==> src/rtl/ascii_rx_fifo_pkg.sv <==
// Shared system constants for the PS/2 keyboard -> core -> VGA terminal path.
// ps2_ascii, vga_ascii_terminal and ascii_rx_fifo all import this package so
// the core word size and character width are defined in one place.
//   SYS_WORD_MAG : log2 of the core word width
//   ASCII_WIDTH  : width of a decoded character
//   fill_e       : occupancy condition of a character FIFO
package ascii_rx_fifo_pkg;

    localparam int SYS_WORD_MAG = 5;
    localparam int ASCII_WIDTH  = 7;

    typedef enum logic [1:0] {
        FILL_EMPTY,
        FILL_PARTIAL,
        FILL_FULL
    } fill_e;

    function automatic fill_e fill_level(input int unsigned cnt, input int unsigned depth);
        if (cnt == 0) begin
            return FILL_EMPTY;
        end else if (cnt >= depth) begin
            return FILL_FULL;
        end else begin
            return FILL_PARTIAL;
        end
    endfunction

endpackage

==> src/rtl/ascii_rx_fifo.sv <==
// Character FIFO between the PS/2 ASCII decoder and core receiver bus 0.
// Buffers decoded keystrokes so the core can fall behind the keyboard
// without losing characters; characters arriving while full are dropped
// and counted.
// Ports:
//   clk, reset        : single clock, synchronous active-high reset
//   new_code, ascii_code : one-cycle character strobe from ps2_ascii
//   clear             : synchronous flush of contents and statistics
//   send, data        : head entry valid / head character (zero-extended)
//   send_ack          : receiver accepted the head entry; pops it
//   count             : occupancy 0..DEPTH
//   overflow          : sticky, set on any dropped character
//   drop_count        : dropped characters, saturating at 255
module ascii_rx_fifo
    import ascii_rx_fifo_pkg::*;
#(
    parameter int WORD_MAG   = SYS_WORD_MAG,
    parameter int DEPTH_MAG  = 4,
    parameter int WORD_WIDTH = 1 << WORD_MAG
) (
    input  logic                   clk,
    input  logic                   reset,
    input  logic                   new_code,
    input  logic [ASCII_WIDTH-1:0] ascii_code,
    input  logic                   clear,
    output logic                   send,
    input  logic                   send_ack,
    output logic [WORD_WIDTH-1:0]  data,
    output logic [DEPTH_MAG:0]     count,
    output logic                   overflow,
    output logic [7:0]             drop_count
);

    localparam int DEPTH = 1 << DEPTH_MAG;

    logic [ASCII_WIDTH-1:0] mem_q [DEPTH];

    logic [DEPTH_MAG-1:0] wptr_q, wptr_d;
    logic [DEPTH_MAG-1:0] rptr_q, rptr_d;
    logic [DEPTH_MAG:0]   count_q, count_d;
    logic                 send_q, send_d;
    logic                 overflow_q, overflow_d;
    logic [7:0]           drop_cnt_q, drop_cnt_d;

    fill_e level;
    logic  push, pop, drop, wr_en;

    assign level = fill_level(32'(count_q), DEPTH);

    always_comb begin
        pop        = send_q & send_ack;
        // A pop in the same cycle frees the slot, so a full FIFO still accepts.
        push       = new_code & ((level != FILL_FULL) | pop);
        drop       = new_code & (level == FILL_FULL) & ~pop;
        wr_en      = push & ~clear & ~reset;

        wptr_d     = wptr_q;
        rptr_d     = rptr_q;
        count_d    = count_q;
        overflow_d = overflow_q;
        drop_cnt_d = drop_cnt_q;

        if (clear) begin
            wptr_d     = '0;
            rptr_d     = '0;
            count_d    = '0;
            overflow_d = 1'b0;
            drop_cnt_d = '0;
        end else begin
            if (push) begin
                wptr_d = wptr_q + DEPTH_MAG'(1);
            end
            if (pop) begin
                rptr_d = rptr_q + DEPTH_MAG'(1);
            end
            case ({push, pop})
                2'b10:   count_d = count_q + (DEPTH_MAG+1)'(1);
                2'b01:   count_d = count_q - (DEPTH_MAG+1)'(1);
                default: count_d = count_q;
            endcase
            if (drop) begin
                overflow_d = 1'b1;
                if (drop_cnt_q != 8'hFF) begin
                    drop_cnt_d = drop_cnt_q + 8'd1;
                end
            end
        end

        // Registered from next occupancy so send has no combinational input path.
        send_d = (count_d != '0);
    end

    always_ff @(posedge clk) begin
        if (reset) begin
            wptr_q     <= '0;
            rptr_q     <= '0;
            count_q    <= '0;
            send_q     <= 1'b0;
            overflow_q <= 1'b0;
            drop_cnt_q <= '0;
        end else begin
            wptr_q     <= wptr_d;
            rptr_q     <= rptr_d;
            count_q    <= count_d;
            send_q     <= send_d;
            overflow_q <= overflow_d;
            drop_cnt_q <= drop_cnt_d;
        end
    end

    // Storage is left unreset; entries are only visible once written.
    always_ff @(posedge clk) begin
        if (wr_en) begin
            mem_q[wptr_q] <= ascii_code;
        end
    end

    assign send       = send_q;
    assign data       = WORD_WIDTH'(mem_q[rptr_q]);
    assign count      = count_q;
    assign overflow   = overflow_q;
    assign drop_count = drop_cnt_q;

endmodule

==> config.mk <==
export PLATFORM = sky130hd
export DESIGN_NAME = ascii_rx_fifo
export DESIGN_NICKNAME = d
export VERILOG_FILES = /design/src/rtl/ascii_rx_fifo_pkg.sv /design/src/rtl/ascii_rx_fifo.sv
export SDC_FILE = /design/constraint.sdc
export NUM_CORES = 1
export LEC_CHECK = 0
export ABC_CLOCK_PERIOD_IN_PS = 3500
export BUFFER_PORTS_ARGS = -buffer_cell sky130_fd_sc_hd__buf_2
export CAP_MARGIN = 40
export CORE_ASPECT_RATIO = 0.5
export CORE_MARGIN = 2
export CORE_UTILIZATION = 35
export DETAILED_ROUTE_END_ITERATION = 8
export GPL_TIMING_DRIVEN = 0
export PLACE_DENSITY_LB_ADDON = 0.25
export SYNTH_ARGS = -nofsm -noshare
export SYNTH_HDL_FRONTEND = slang
export SYNTH_SLANG_ARGS = --single-unit
export TNS_END_PERCENT = 30
==> constraint.sdc <==
create_clock -name clk -period 3.5 [get_ports clk]
set_clock_uncertainty 0.05 [all_clocks]
set_input_delay 0.7 -clock clk [delete_from_list [all_inputs] [get_ports clk]]
set_output_delay 0.7 -clock clk [all_outputs]
set_load 0.02 [all_outputs]
==> flow_metrics.env <==
export IMPL_setup_violations=0
export IMPL_fill_cells=1473
export IMPL_wl_per_cell_microns=17.2
export IMPL_core_area_sq_mm=0.0162
export IMPL_syn_area_sq_mm=0.00575
export IMPL_fp_dieH_microns=94.7
export IMPL_first_iter_violations=185
export IMPL_grt_first_pass_wirelength_microns=17700
export IMPL_path_class="flip-flop to primary output"
export IMPL_hp_class="flip-flop to flip-flop"
export IMPL_yosys_warnings=0
export IMPL_fin_crit_sh_pct=91.4
export IMPL_drive_above_1_share_pct=31.7
export IMPL_crit_arrival_ns=2.45
export IMPL_top_level_ports=59
export IMPL_hold_viol_final=0
export IMPL_cts_tree="done"
export IMPL_postRouteAntennaNets=0
export IMPL_p_per_area_mw_per_mm2=531
export IMPL_cts_root_buf="clkbuf_16"
export IMPL_track_usage_pct=14.4
export IMPL_dp_hpwl_microns=7710
export IMPL_crit_required_ns=2.75
export IMPL_grt_overflow=0
export IMPL_setup_tns_ns=0
export IMPL_slew_viol_final=0
export IMPL_worstPathMaxFanout=10
export IMPL_rr_worst_depth=6
export IMPL_yosysUniqueCellTypes=40
export IMPL_postRouteWirelength_microns=11500
export IMPL_critPathLaunchType="flip-flop"
export IMPL_clock_latency_ns=0.42
export IMPL_first_global_vias=3085
export IMPL_use_met1_pct=18.8
export IMPL_r2r_start="send$_SDFF_PP0_"
export IMPL_cts_clk_slew_worst_paths_ns=0.06
export IMPL_grt_busiest_layer="met2"
export IMPL_antenna_found_initial=0
export IMPL_slew_headroom_pct=50.1
export IMPL_max_cap_violations=0
export IMPL_status="complete, no violations"
export IMPL_syn_mean_instance_area_sq_um=16.6
export IMPL_dr_pass1_iters=4
export IMPL_fin_nets=445
export IMPL_crit_path_end_kind="primary output"
export IMPL_grt_max_degree=17
export IMPL_dieArea_sq_mm=0.0175
export IMPL_antennaDiodeCount=0
export IMPL_ys_seq_elements=139
export IMPL_final_util_pct=42.4
export IMPL_cts_num_sinks=139
export IMPL_routabilityCongestion=0.733
export IMPL_timing_reg2reg_setup_slack_ns=0.76
export IMPL_hold_buffers=0
export IMPL_vias=3104
export IMPL_place_port_buffers=33
export IMPL_worstReg2RegEnd="mem_q[2][3]$_DFFE_PP_"
export IMPL_grt_use_met3_pct=4.20
export IMPL_p_leak_uw=0.00238
export IMPL_cts_buffers=17
export IMPL_num_rows=33
export IMPL_min_from="overflow$_SDFFE_PP0P_"
export IMPL_worst_pin_slew_ns=0.748
export IMPL_start_util_pct=35.5
export IMPL_grt_setup_unrepaired="false"
export IMPL_hold_end="overflow$_SDFFE_PP0P_"
export IMPL_syn_inst=346
export IMPL_viasPerCell=4.66
export IMPL_cts_max_level=4
export IMPL_fmax_ghz=0.312
export IMPL_ys_seq_area_share_pct=67.8
export IMPL_grtUsageMet2_pct=22.7
export IMPL_fp_dieW_microns=185
export IMPL_clock_path_buffers=2
export IMPL_ctsResizeCount=0
export IMPL_area_growth_pct=19.7
export IMPL_post_cts_buffers=0
export IMPL_period_needed_ns=3.20
export IMPL_drc_errors=0
export IMPL_ir_drop_mv=0.323
export IMPL_whs_path_depth=2
==> state kept, by name, indices dropped and copies added (netlist names), named ones only <==
| signal | cells |
|---|---|
| wptr_q | 4 |
| rptr_q | 4 |
| count | 5 |
| overflow | 1 |
| drop_count | 8 |
| send | 1 |
| mem_q | 112 |
==> layout by cell type (no fill, tap or decap), types with 2 or more instances in the layout <==
cell type | netlist | layout
nand3_1 | 6 | 6
or3_1 | 4 | 4
clkbuf_2 | 2 | 4
nand2b_1 | 3 | 3
dfxtp_1 | 27 | 27
edfxtp_1 | 112 | 112
inv_6 | 0 | 4
clkinv_4 | 0 | 4
buf_1 | 4 | 2
conb_1 | 1 | 25
xor2_1 | 6 | 6
nor3_1 | 7 | 7
buf_4 | 27 | 29
inv_1 | 4 | 4
mux2i_1 | 4 | 4
buf_2 | 1 | 36
clkinv_1 | 0 | 2
ha_1 | 7 | 7
mux4_2 | 35 | 35
nand2_1 | 12 | 12
clkinvlp_4 | 0 | 2
clkbuf_16 | 0 | 17
nor2_1 | 37 | 37
clkbuf_1 | 7 | 7
o21ai_0 | 5 | 5
a21oi_1 | 7 | 7
xnor2_1 | 7 | 7
nor4_1 | 3 | 3
a21boi_1 | 2 | 2
==> cells by family after synthesis <==
kind of cell	synth area share (%)
xor gates and xnor gates	1.98
other	0.0652
and+or+nand+nor	6.46
AOI/OAI and AO/OA	2.78
DFF	67.8
muxes	14.4
adders and majority gates	1.52
buffers and inverters	4.96
==> worst max-delay path: stages, from the launching register on <==
cell and delay [ns]:
dfxtp_1 0.32, buf_6 0.17, buf_4 0.26, mux4_2 0.58, mux4_2 0.51, buf_2 0.18
==> synthesized netlist by cell type (all sizes together) <==
cell / count / area share, %
and2: 1 / 0.11
conb: 1 / 0.065
a21bo: 1 / 0.17
buf: 33 / 4.1
nand4: 1 / 0.11
or4: 1 / 0.13
a21oi: 7 / 0.61
o41a: 1 / 0.20
or2: 1 / 0.11
a31o: 1 / 0.15
o2111ai: 1 / 0.15
a21boi: 2 / 0.26
or3: 4 / 0.43
mux4: 35 / 14
xnor2: 7 / 1.1
inv: 4 / 0.26
nand3: 6 / 0.52
mux2i: 4 / 0.70
ha: 7 / 1.5
nor4: 3 / 0.33
nand2b: 3 / 0.33
o311ai: 1 / 0.28
a41oi: 1 / 0.15
o21ai: 5 / 0.43
nor2: 37 / 2.4
clkbuf: 9 / 0.63
xor2: 6 / 0.91
and3: 1 / 0.11
edfxtp: 112 / 58
a31oi: 1 / 0.11
nand3b: 2 / 0.48
nor3: 7 / 0.61
nand2: 12 / 0.78
a221oi: 1 / 0.26
dfxtp: 27 / 9.4
==> power by group <==
part | switching (uW) | total [uW] | leakage (uW) | internal (uW)
registers | 8.69 | 1800 | 0.00123 | 1790
clock network | 711 | 1700 | 0.000272 | 987
logic | 100 | 160 | 0.000886 | 60.3
total | 820 | 3660 | 0.00238 | 2840
==> worst max path at each step <==
stage / from / endpoint / slack [ns]
2_1_floorplan: new_code / send$_SDFF_PP0_ / 0.94
3_3_place_gp: send_ack / mem_q[1][2]$_DFFE_PP_ / 0.20
3_5_place_dp: send_ack / mem_q[2][2]$_DFFE_PP_ / 0.40
4_1_cts: flip-flop / data[0] / 0.01
5_1_grt: flip-flop / data[0] / 0.18
6_report: flip-flop / data[0] / 0.30
==> through the flow <==
step                      power, uW  area [sq um]  worst slack [ns]  hold WS [ns]  instances
after floorplan                1940          5840             0.942         0.409        370
after detailed placement       2000          6320             0.400         0.406        634
final                          3660          6890             0.299         0.436        666
after global placement         1990          6290             0.203         0.408        630
after global routing           3790          6890             0.178         0.451        666
after CTS                      3700          6880            0.0133         0.432        666
==> cell type report <==
type / instances / area [sq um] / share of cell area [%]
flip-flops and latches: 139 / 3900 / 56.7
plain buffers: 42 / 273 / 3.96
inverters: 4 / 15.0 / 0.218
multi-input cells: 185 / 1660 / 24.0
well taps: 227 / 284 / 4.13
clock inverters: 15 / 139 / 2.02
repair buffers: 37 / 190 / 2.76
clock buffers: 17 / 425 / 6.18
==> layer usage <==
layer	vias to the layer above	wire [microns]
met4	0	201
met5	-	0
met1	1553	5340
met2	90	5350
li1	1447	-
met3	14	591
(Power assumes the default switching activity.)
